===== config.mk =====
export PLATFORM = sky130hd
export DESIGN_NAME = f2c_dma_scheduler
export DESIGN_NICKNAME = d
export VERILOG_FILES = /design/src/rtl/f2c_dma_scheduler.sv
export SDC_FILE = /design/constraint.sdc
export NUM_CORES = 1
export LEC_CHECK = 0
export CELL_PAD_IN_SITES_DETAIL_PLACEMENT = 0
export CELL_PAD_IN_SITES_GLOBAL_PLACEMENT = 1
export CORE_MARGIN = 5
export CORE_UTILIZATION = 20
export DETAILED_ROUTE_END_ITERATION = 8
export PLACE_DENSITY_LB_ADDON = 0.1
export SYNTH_ARGS = -nofsm -noshare
export SYNTH_HDL_FRONTEND = slang
export SYNTH_SLANG_ARGS = --single-unit
export TNS_END_PERCENT = 5

===== constraint.sdc =====
create_clock -name clk_in -period 5.19 [get_ports clk_in]
set_input_delay 1.2975 -clock clk_in [delete_from_list [all_inputs] [get_ports clk_in]]
set_output_delay 1.2975 -clock clk_in [all_outputs]
set_load 0.03 [all_outputs]

===== src/rtl/f2c_dma_scheduler.sv =====
// ----------------------------------------------------------------------------
// f2c_dma_scheduler
//
// Moves an FPGA->CPU data stream into a host-side ring buffer.
// The 64-bit source stream is cut into chunks of TLPS_PER_CHUNK memory-write
// TLPs, each carrying TLP_QWS payload beats. After each complete chunk, the new
// chunk write-pointer is posted to the host metrics buffer as a 1-DW write.
// A chunk is only started when the ring has a free slot. One slot is always
// left empty, so that a full ring can be told apart from an empty one.
//
// Ports
//   clk_in, rstn          application clock, synchronous active-low reset
//   dmaEnable_in          level enable; a rising edge restarts the ring at 0
//   f2cBase_in            ring base (QW address)
//   mtrBase_in            metrics buffer base (QW address)
//   rdPtr_in/rdPtrWr_in   host read-pointer and its write strobe
//   srcData_in/srcValid_in/srcReady_out        source stream
//   txReq_out/txAck_in/txAddr_out/txLenDW_out  TLP header handshake
//   txData_out/txDataValid_out/txDataReady_in  TLP payload handshake
//   wrPtr_out             registered chunk write-pointer
//   busy_out              FSM not idle
//
// State table
//   state        | meaning
//   S_IDLE       | DMA disabled, nothing in flight
//   S_WAIT_SPACE | chunk boundary, waiting for a free ring slot
//   S_DATA_HDR   | presenting a data TLP header
//   S_PAYLOAD    | streaming TLP_QWS source beats straight to the transmitter
//   S_MTR_HDR    | presenting the metrics TLP header
//   S_MTR_BEAT   | presenting the new write-pointer as the metrics payload
//
// The outputs are decoded only from the registered state. The one exception is
// the payload path, which is a pure combinational pass-through of the source
// handshake, so that streaming adds no latency.
// ----------------------------------------------------------------------------
module f2c_dma_scheduler #(
   parameter int PTR_BITS       = 2,
   parameter int TLPS_PER_CHUNK = 4,
   parameter int TLP_QWS        = 16
) (
   input  logic                clk_in,
   input  logic                rstn,
   input  logic                dmaEnable_in,
   input  logic [31:0]         f2cBase_in,
   input  logic [31:0]         mtrBase_in,
   input  logic [PTR_BITS-1:0] rdPtr_in,
   input  logic                rdPtrWr_in,
   input  logic [63:0]         srcData_in,
   input  logic                srcValid_in,
   output logic                srcReady_out,
   output logic                txReq_out,
   input  logic                txAck_in,
   output logic [31:0]         txAddr_out,
   output logic [9:0]          txLenDW_out,
   output logic [63:0]         txData_out,
   output logic                txDataValid_out,
   input  logic                txDataReady_in,
   output logic [PTR_BITS-1:0] wrPtr_out,
   output logic                busy_out
);

   localparam int TLP_BITS  = (TLPS_PER_CHUNK > 1) ? $clog2(TLPS_PER_CHUNK) : 1;
   localparam int BEAT_BITS = (TLP_QWS > 1) ? $clog2(TLP_QWS) : 1;

   localparam logic [TLP_BITS-1:0]  LAST_TLP    = TLP_BITS'(TLPS_PER_CHUNK - 1);
   localparam logic [BEAT_BITS-1:0] LAST_BEAT   = BEAT_BITS'(TLP_QWS - 1);
   localparam logic [31:0]          CHUNK_MUL   = 32'(TLPS_PER_CHUNK);
   localparam logic [31:0]          QW_MUL      = 32'(TLP_QWS);
   localparam logic [9:0]           DATA_LEN_DW = 10'(2 * TLP_QWS);

   typedef enum logic [2:0] {
      S_IDLE,
      S_WAIT_SPACE,
      S_DATA_HDR,
      S_PAYLOAD,
      S_MTR_HDR,
      S_MTR_BEAT
   } state_t;

   state_t               r_state;
   logic [PTR_BITS-1:0]  r_wr_ptr;
   logic [PTR_BITS-1:0]  r_rd_ptr;
   logic [TLP_BITS-1:0]  r_tlp;
   logic [BEAT_BITS-1:0] r_beat;
   logic                 r_en_d;

   logic                 w_en_rise;
   logic                 w_full;
   logic                 w_hdr_fire;
   logic                 w_beat_fire;
   logic [PTR_BITS-1:0]  w_wr_ptr_inc;
   logic [31:0]          w_data_addr;

   assign w_en_rise    = dmaEnable_in & ~r_en_d;
   assign w_wr_ptr_inc = r_wr_ptr + 1'b1;
   assign w_full       = (w_wr_ptr_inc == r_rd_ptr);
   assign w_hdr_fire   = txReq_out & txAck_in;
   assign w_beat_fire  = txDataValid_out & txDataReady_in;

   // Slot index (chunk * TLPs-per-chunk + tlp) scaled to QWs, wraps mod 2^32.
   assign w_data_addr = f2cBase_in + ((32'(r_wr_ptr) * CHUNK_MUL) + 32'(r_tlp)) * QW_MUL;

   always_ff @(posedge clk_in) begin
      if (!rstn) begin
         r_state  <= S_IDLE;
         r_wr_ptr <= '0;
         r_rd_ptr <= '0;
         r_tlp    <= '0;
         r_beat   <= '0;
         r_en_d   <= 1'b0;
      end else begin
         r_en_d <= dmaEnable_in;

         // A host write beats the restart clear so that a pointer update is never lost.
         if (rdPtrWr_in)
            r_rd_ptr <= rdPtr_in;
         else if (w_en_rise)
            r_rd_ptr <= '0;

         if (w_en_rise)
            r_wr_ptr <= '0;

         case (r_state)
            S_IDLE: begin
               if (dmaEnable_in)
                  r_state <= S_WAIT_SPACE;
            end
            S_WAIT_SPACE: begin
               if (!dmaEnable_in) begin
                  r_state <= S_IDLE;
               end else if (!w_full) begin
                  r_tlp   <= '0;
                  r_state <= S_DATA_HDR;
               end
            end
            S_DATA_HDR: begin
               if (w_hdr_fire) begin
                  r_beat  <= '0;
                  r_state <= S_PAYLOAD;
               end
            end
            S_PAYLOAD: begin
               if (w_beat_fire) begin
                  if (r_beat == LAST_BEAT) begin
                     if (r_tlp == LAST_TLP) begin
                        // The pointer only moves once the whole chunk is in the ring.
                        r_wr_ptr <= w_wr_ptr_inc;
                        r_state  <= S_MTR_HDR;
                     end else begin
                        r_tlp   <= r_tlp + 1'b1;
                        r_state <= S_DATA_HDR;
                     end
                  end else begin
                     r_beat <= r_beat + 1'b1;
                  end
               end
            end
            S_MTR_HDR: begin
               if (w_hdr_fire)
                  r_state <= S_MTR_BEAT;
            end
            S_MTR_BEAT: begin
               if (w_beat_fire)
                  r_state <= dmaEnable_in ? S_WAIT_SPACE : S_IDLE;
            end
            default: r_state <= S_IDLE;
         endcase
      end
   end

   always_comb begin
      txReq_out       = 1'b0;
      txAddr_out      = '0;
      txLenDW_out     = '0;
      txData_out      = '0;
      txDataValid_out = 1'b0;
      srcReady_out    = 1'b0;
      case (r_state)
         S_DATA_HDR: begin
            txReq_out   = 1'b1;
            txAddr_out  = w_data_addr;
            txLenDW_out = DATA_LEN_DW;
         end
         S_PAYLOAD: begin
            txData_out      = srcData_in;
            txDataValid_out = srcValid_in;
            srcReady_out    = txDataReady_in;
         end
         S_MTR_HDR: begin
            txReq_out   = 1'b1;
            txAddr_out  = mtrBase_in;
            txLenDW_out = 10'd1;
         end
         S_MTR_BEAT: begin
            txDataValid_out = 1'b1;
            txData_out      = 64'(r_wr_ptr);
         end
         default: ;
      endcase
   end

   assign wrPtr_out = r_wr_ptr;
   assign busy_out  = (r_state != S_IDLE);

endmodule


-- Yosys cells after proc, flatten, opt, wreduce, memory -nomap -nowiden
Index checks and enable logic that the tools add are counted.
W data, S select, Z words.
- register bits after elaboration: 14
- bits of input ports: 137
- output and inout bits: 112
- logic and storage cells: 77
- add/sub/neg operators: 5
- equality and inequality tests: 19
- mux-type cells: 34
- bitwise operators: 4
- reductions and logical operators: 9
- operators by type and width (kind ; count):
    $pmux W64 S2 ; 1
    $pmux W32 S2 ; 1
    $add A32 B9 Y32 ; 1
    $mux W3 ; 9
    $mux W2 ; 12
    $ne A2 B2 Y1 const B ; 10
    $pmux W3 S6 ; 1
    $mux W4 ; 3
    $pmux W6 S2 ; 1
    $pmux W4 S2 ; 1
    $reduce_and A7 Y1 ; 1
    $eq A3 B2 Y1 const B ; 2
    $eq A3 B3 Y1 const B ; 2
    $reduce_and A6 Y1 ; 1
    $reduce_bool A2 Y1 ; 3
    $add A4 B2 Y5 ; 1
    $add A2 B1 Y2 const B ; 2
    $add A4 B1 Y4 const B ; 1
    $eq A4 B4 Y1 const B ; 1
    $pmux W2 S2 ; 1
    $reduce_and A4 Y1 ; 1
    $and A1 B1 Y1 ; 3
    $eq A3 B1 Y1 const B ; 1
    $logic_not A3 Y1 ; 1
    8 further kinds ; 10

-- Logic depth before layout (Yosys ltp)
- depth after elaboration: 7
- gate-level depth with buffers: 9
- depth with buffers taken out: 8

-- Worst setup path before layout
No wires, ideal clock.
- path kind: input to output
- from: input f2cBase_in[4]
- to: output txAddr_out[16]
- data arrival time: 3538 ps
- data required time: 3893 ps
- slack: 354 ps
- stages: 9
- buffers on the path: 1
- path through: ha_1 -> inv_1 -> fa_1 -> nor2b_1 -> o21ai_2 -> buf_2 -> a2111oi_1 -> xnor2_1 -> o21ai_0
- word-level cells in the longest chain between the ends: 2
- RTL lines (item ; RTL line ; RTL):
    start, declared ; 44 ; input logic [31:0] f2cBase_in,
    $add A32 B9 Y32 ; 101 ; assign w_data_addr = f2cBase_in + ((32'(r_wr_ptr) * CHUNK_MUL) + 32'(r_tlp)) * QW_MUL;
    $pmux W32 S2 ; 178 ; case (r_state)
    end, declared ; 53 ; output logic [31:0] txAddr_out,
No other way between the ends.

-- Worst setup path after layout
Same ends and word-level chain as after synthesis.

==> run_results.csv <==
group,metric,value,unit
drt,routed_wl,12.7,mm
timing,rsz0062_at_grt,"false",
setup_path,r2r_end,"r_beat[0]$_SDFFE_PN0P_",
cts,worstSkewPairLatency,0.24,ns
power_and_ir_drop,max-vdd-ir-drop,0.000142,V
cts,cts_num_sinks,14,
timing,period_share,96.5,%
setup_path,reg2reg_depth,8,
floorplanning,num_rows,40,
min_path,hold_start,"r_beat[1]$_SDFFE_PN0P_",
drt,dr.pass1.iters,4,
layout,multi_input_area,1990,um^2
power_and_ir_drop,p_sw_share,49.7,%
timing,hold_slack,0.481,ns
layout,seq_area,282,um^2
timing,max_slew_margin,46.0,%
setup_path,worstPathArrival,3.71,ns
floorplanning,die_w,121,um
min_path,min_path_type,"flip-flop to flip-flop",
synthesis,ys_seq_area_share,11.4,%
synthesis,synth_cell_types,62,
global_route,grt_antenna_before_repair,0,
place,pre_cts_ws,0.151,ns
cts,ctsResizeCount,0,
cts,htree_levels,1,
floorplanning,io_pins,249,
timing,fmax,200,MHz
global_route,grt_pass1_wl,18.9,mm
setup_path,cp.required,3.89,ns
floorplanning,core-area,12000,um^2
drt,antenna_left,0,
synthesis,synth_most_common_cell,"and3_1",
synthesis,yosys-top-cells-count,"and3_1 (65), nand2_1 (45), o21ai_0 (28)",
global_route,grt_max_degree,80,
global_route,grt_usage,16.0,%
synthesis,syn_area,2460,um^2
setup_path,rrSetupSlack,2.73,ns
power_and_ir_drop,switching_power,597,uW
cts,cts_tree,"built",
cts,root_buffer,"clkbuf_16",
setup_path,start_kind,"input port",
timing,setup_ws,0.183,ns
power_and_ir_drop,power_frac_comb,74.8,%
synthesis,avgSynthCellArea,6.84,um^2
synthesis,ys_seq_elements,14,
synthesis,yosys_warnings,0,
timing,fin_skew,0.00337,ns
layout,fillers,1265,
timing,finalSetupViolations,0,
drt,routedWlPerCell,17.5,um
place,gp_congestion,0.827,
synthesis,syn_inst,359,
place,io_buffer_count,240,
timing,final_max_slew_viol_count,0,
power_and_ir_drop,pwr-share-seq,11.6,%
timing,period_needed,5.01,ns
floorplanning,fp.dieH,121,um
synthesis,synthArstFlopShare,0,%
status,outcome,"completed",
power_and_ir_drop,p_int,604,uW
timing,finalHoldViolCount,0,
synthesis,yosys-top-cells-area,"and3_1 (17%), dfxtp_1 (11%), xnor2_1 (8.6%), nand2_1 (6.9%), o21ai_0 (5.7%)",
drt,vias_per_cell,4.72,
layout,fin_nets,723,
synthesis,synth.top_cell.area_share,16.6,%
power_and_ir_drop,clockPowerShare,13.6,%
place,dp_hpwl,10.4,mm
cts,cts_setup_buffers,0,
synthesis,yosys.area.top_type,"and3_1",
cts,clk_pin_slew_worst_paths,0.05,ns
synthesis,dominantRegCellSynth,"dfxtp_1",
layout,area_growth,103,%
timing,finalSetupTns,0,ns
global_route,grt_pass1_vias,3301,
flow_run,maxCapViolations,0,
setup_path,end_kind,"primary output",
floorplanning,start_util,20.4,%
setup_path,worstPathMaxFanout,9,
drt,drt_iter0_markers,222,
min_path,hold_depth,2,
power_and_ir_drop,powerDensity,241,nW/um^2
floorplanning,dieArea,14600,um^2
layout,drive_above_1_share,9.69,%
cts,clock_path_buffers,2,
synthesis,synth-edff-count,0,
drt,drc,0,
cts,hold_buffers,0,
cts,cts_inserted_buffers,3,
min_path,min_to,"r_beat[1]$_SDFFE_PN0P_",
layout,antenna_cells,0,
drt,via_count,3420,
global_route,gr-total-overflow,0,
power_and_ir_drop,power_leakage,0.00200,uW
timing,worstMarginPinSlew,0.809,ns
setup_path,crit_type,"input port to primary output",
setup_path,r2r-start,"r_state[2]$_SDFFE_PN0P_",
[cell families after synthesis]
kind of cell,after synthesis,share of synthesized area [%]
and+or+nand+nor,179,41.7
AOI/OAI and AO/OA,76,21.3
buffers and inverters,49,9.27
xor gates and xnor gates,29,10.6
DFF,14,11.4
adders and majority gates,7,3.87
muxes,4,1.68
other,1,0.153
[power groups by stage]
stage | clock [uW] | combinational (uW) | sequential (uW)
floorplan | 0 | 535 | 126
global placement | 0 | 913 | 141
detailed placement | 0 | 906 | 141
CTS | 166 | 909 | 139
global route | 172 | 962 | 141
finish | 164 | 898 | 139
[state kept, by name, indices dropped and copies added (netlist names)]
name	flops
r_beat	4
r_tlp	2
wrPtr_out	2
r_state	3
r_en_d	1
r_rd_ptr	2
[worst max path at each step]
stage / start / end / slack [ns] / cells past startpoint
after CTS: f2cBase_in[4] / txAddr_out[16] / 0.14 / 10
final: f2cBase_in[4] / txAddr_out[16] / 0.18 / 10
after floorplan: f2cBase_in[4] / txAddr_out[16] / 0.35 / 9
after global placement: f2cBase_in[4] / txAddr_out[16] / 0.17 / 10
after detailed placement: f2cBase_in[4] / txAddr_out[16] / 0.15 / 10
after global routing: f2cBase_in[4] / txAddr_out[16] / 0.02 / 10
[worst max-delay path, stage by stage]
cell,delay [ns]
clkdlybuf4s50_1,0.46
ha_1,0.20
inv_1,0.07
fa_1,0.41
nor2b_2,0.18
o21ai_4,0.14
a2111oi_1,0.48
xnor2_1,0.11
o21ai_0,0.17
buf_4,0.19
[routing by layer]
| layer | up-vias | global-route usage [%] | share of wire (%) |
|---|---|---|---|
| met4 | 0 | 3.33 | 1.8 |
| met5 | - | 0 | 0 |
| met3 | 12 | 4.82 | 9.7 |
| li1 | 1716 | - | - |
| met2 | 158 | 28.2 | 48 |
| met1 | 1534 | 19.3 | 41 |
[layout make-up]
type / count / area share, %
clock buffer: 4 / 1.78
timing repair buffer: 246 / 48.2
inverter: 11 / 0.828
tap: 147 / 3.69
sequential: 14 / 5.64
multi-input combinational: 303 / 39.9
[cell usage in the layout, fill, tap and decap left out, types with 10 or more instances in the layout]
master	synthesis	final
a21oi_1	10	10
and3_1	65	65
buf_4	9	32
clkdlybuf4s50_1	0	212
dfxtp_1	14	13
inv_1	10	10
nand2_1	45	45
nand3_1	11	11
nor2_1	14	14
o21ai_0	28	28
xnor2_1	24	24
[stage by stage]
| step | total power (uW) | std cells | area [um^2] | utilization, % |
|---|---|---|---|---|
| detailed placement | 1050 | 721 | 4890 | 40.7 |
| CTS | 1210 | 725 | 4980 | 41.4 |
| finish | 1200 | 725 | 4990 | 41.5 |
| global route | 1280 | 725 | 4990 | 41.5 |
| floorplan | 661 | 366 | 2480 | - |
| global placement | 1050 | 721 | 4890 | 40.7 |
Note: power is estimated with default switching activity, not from simulation.
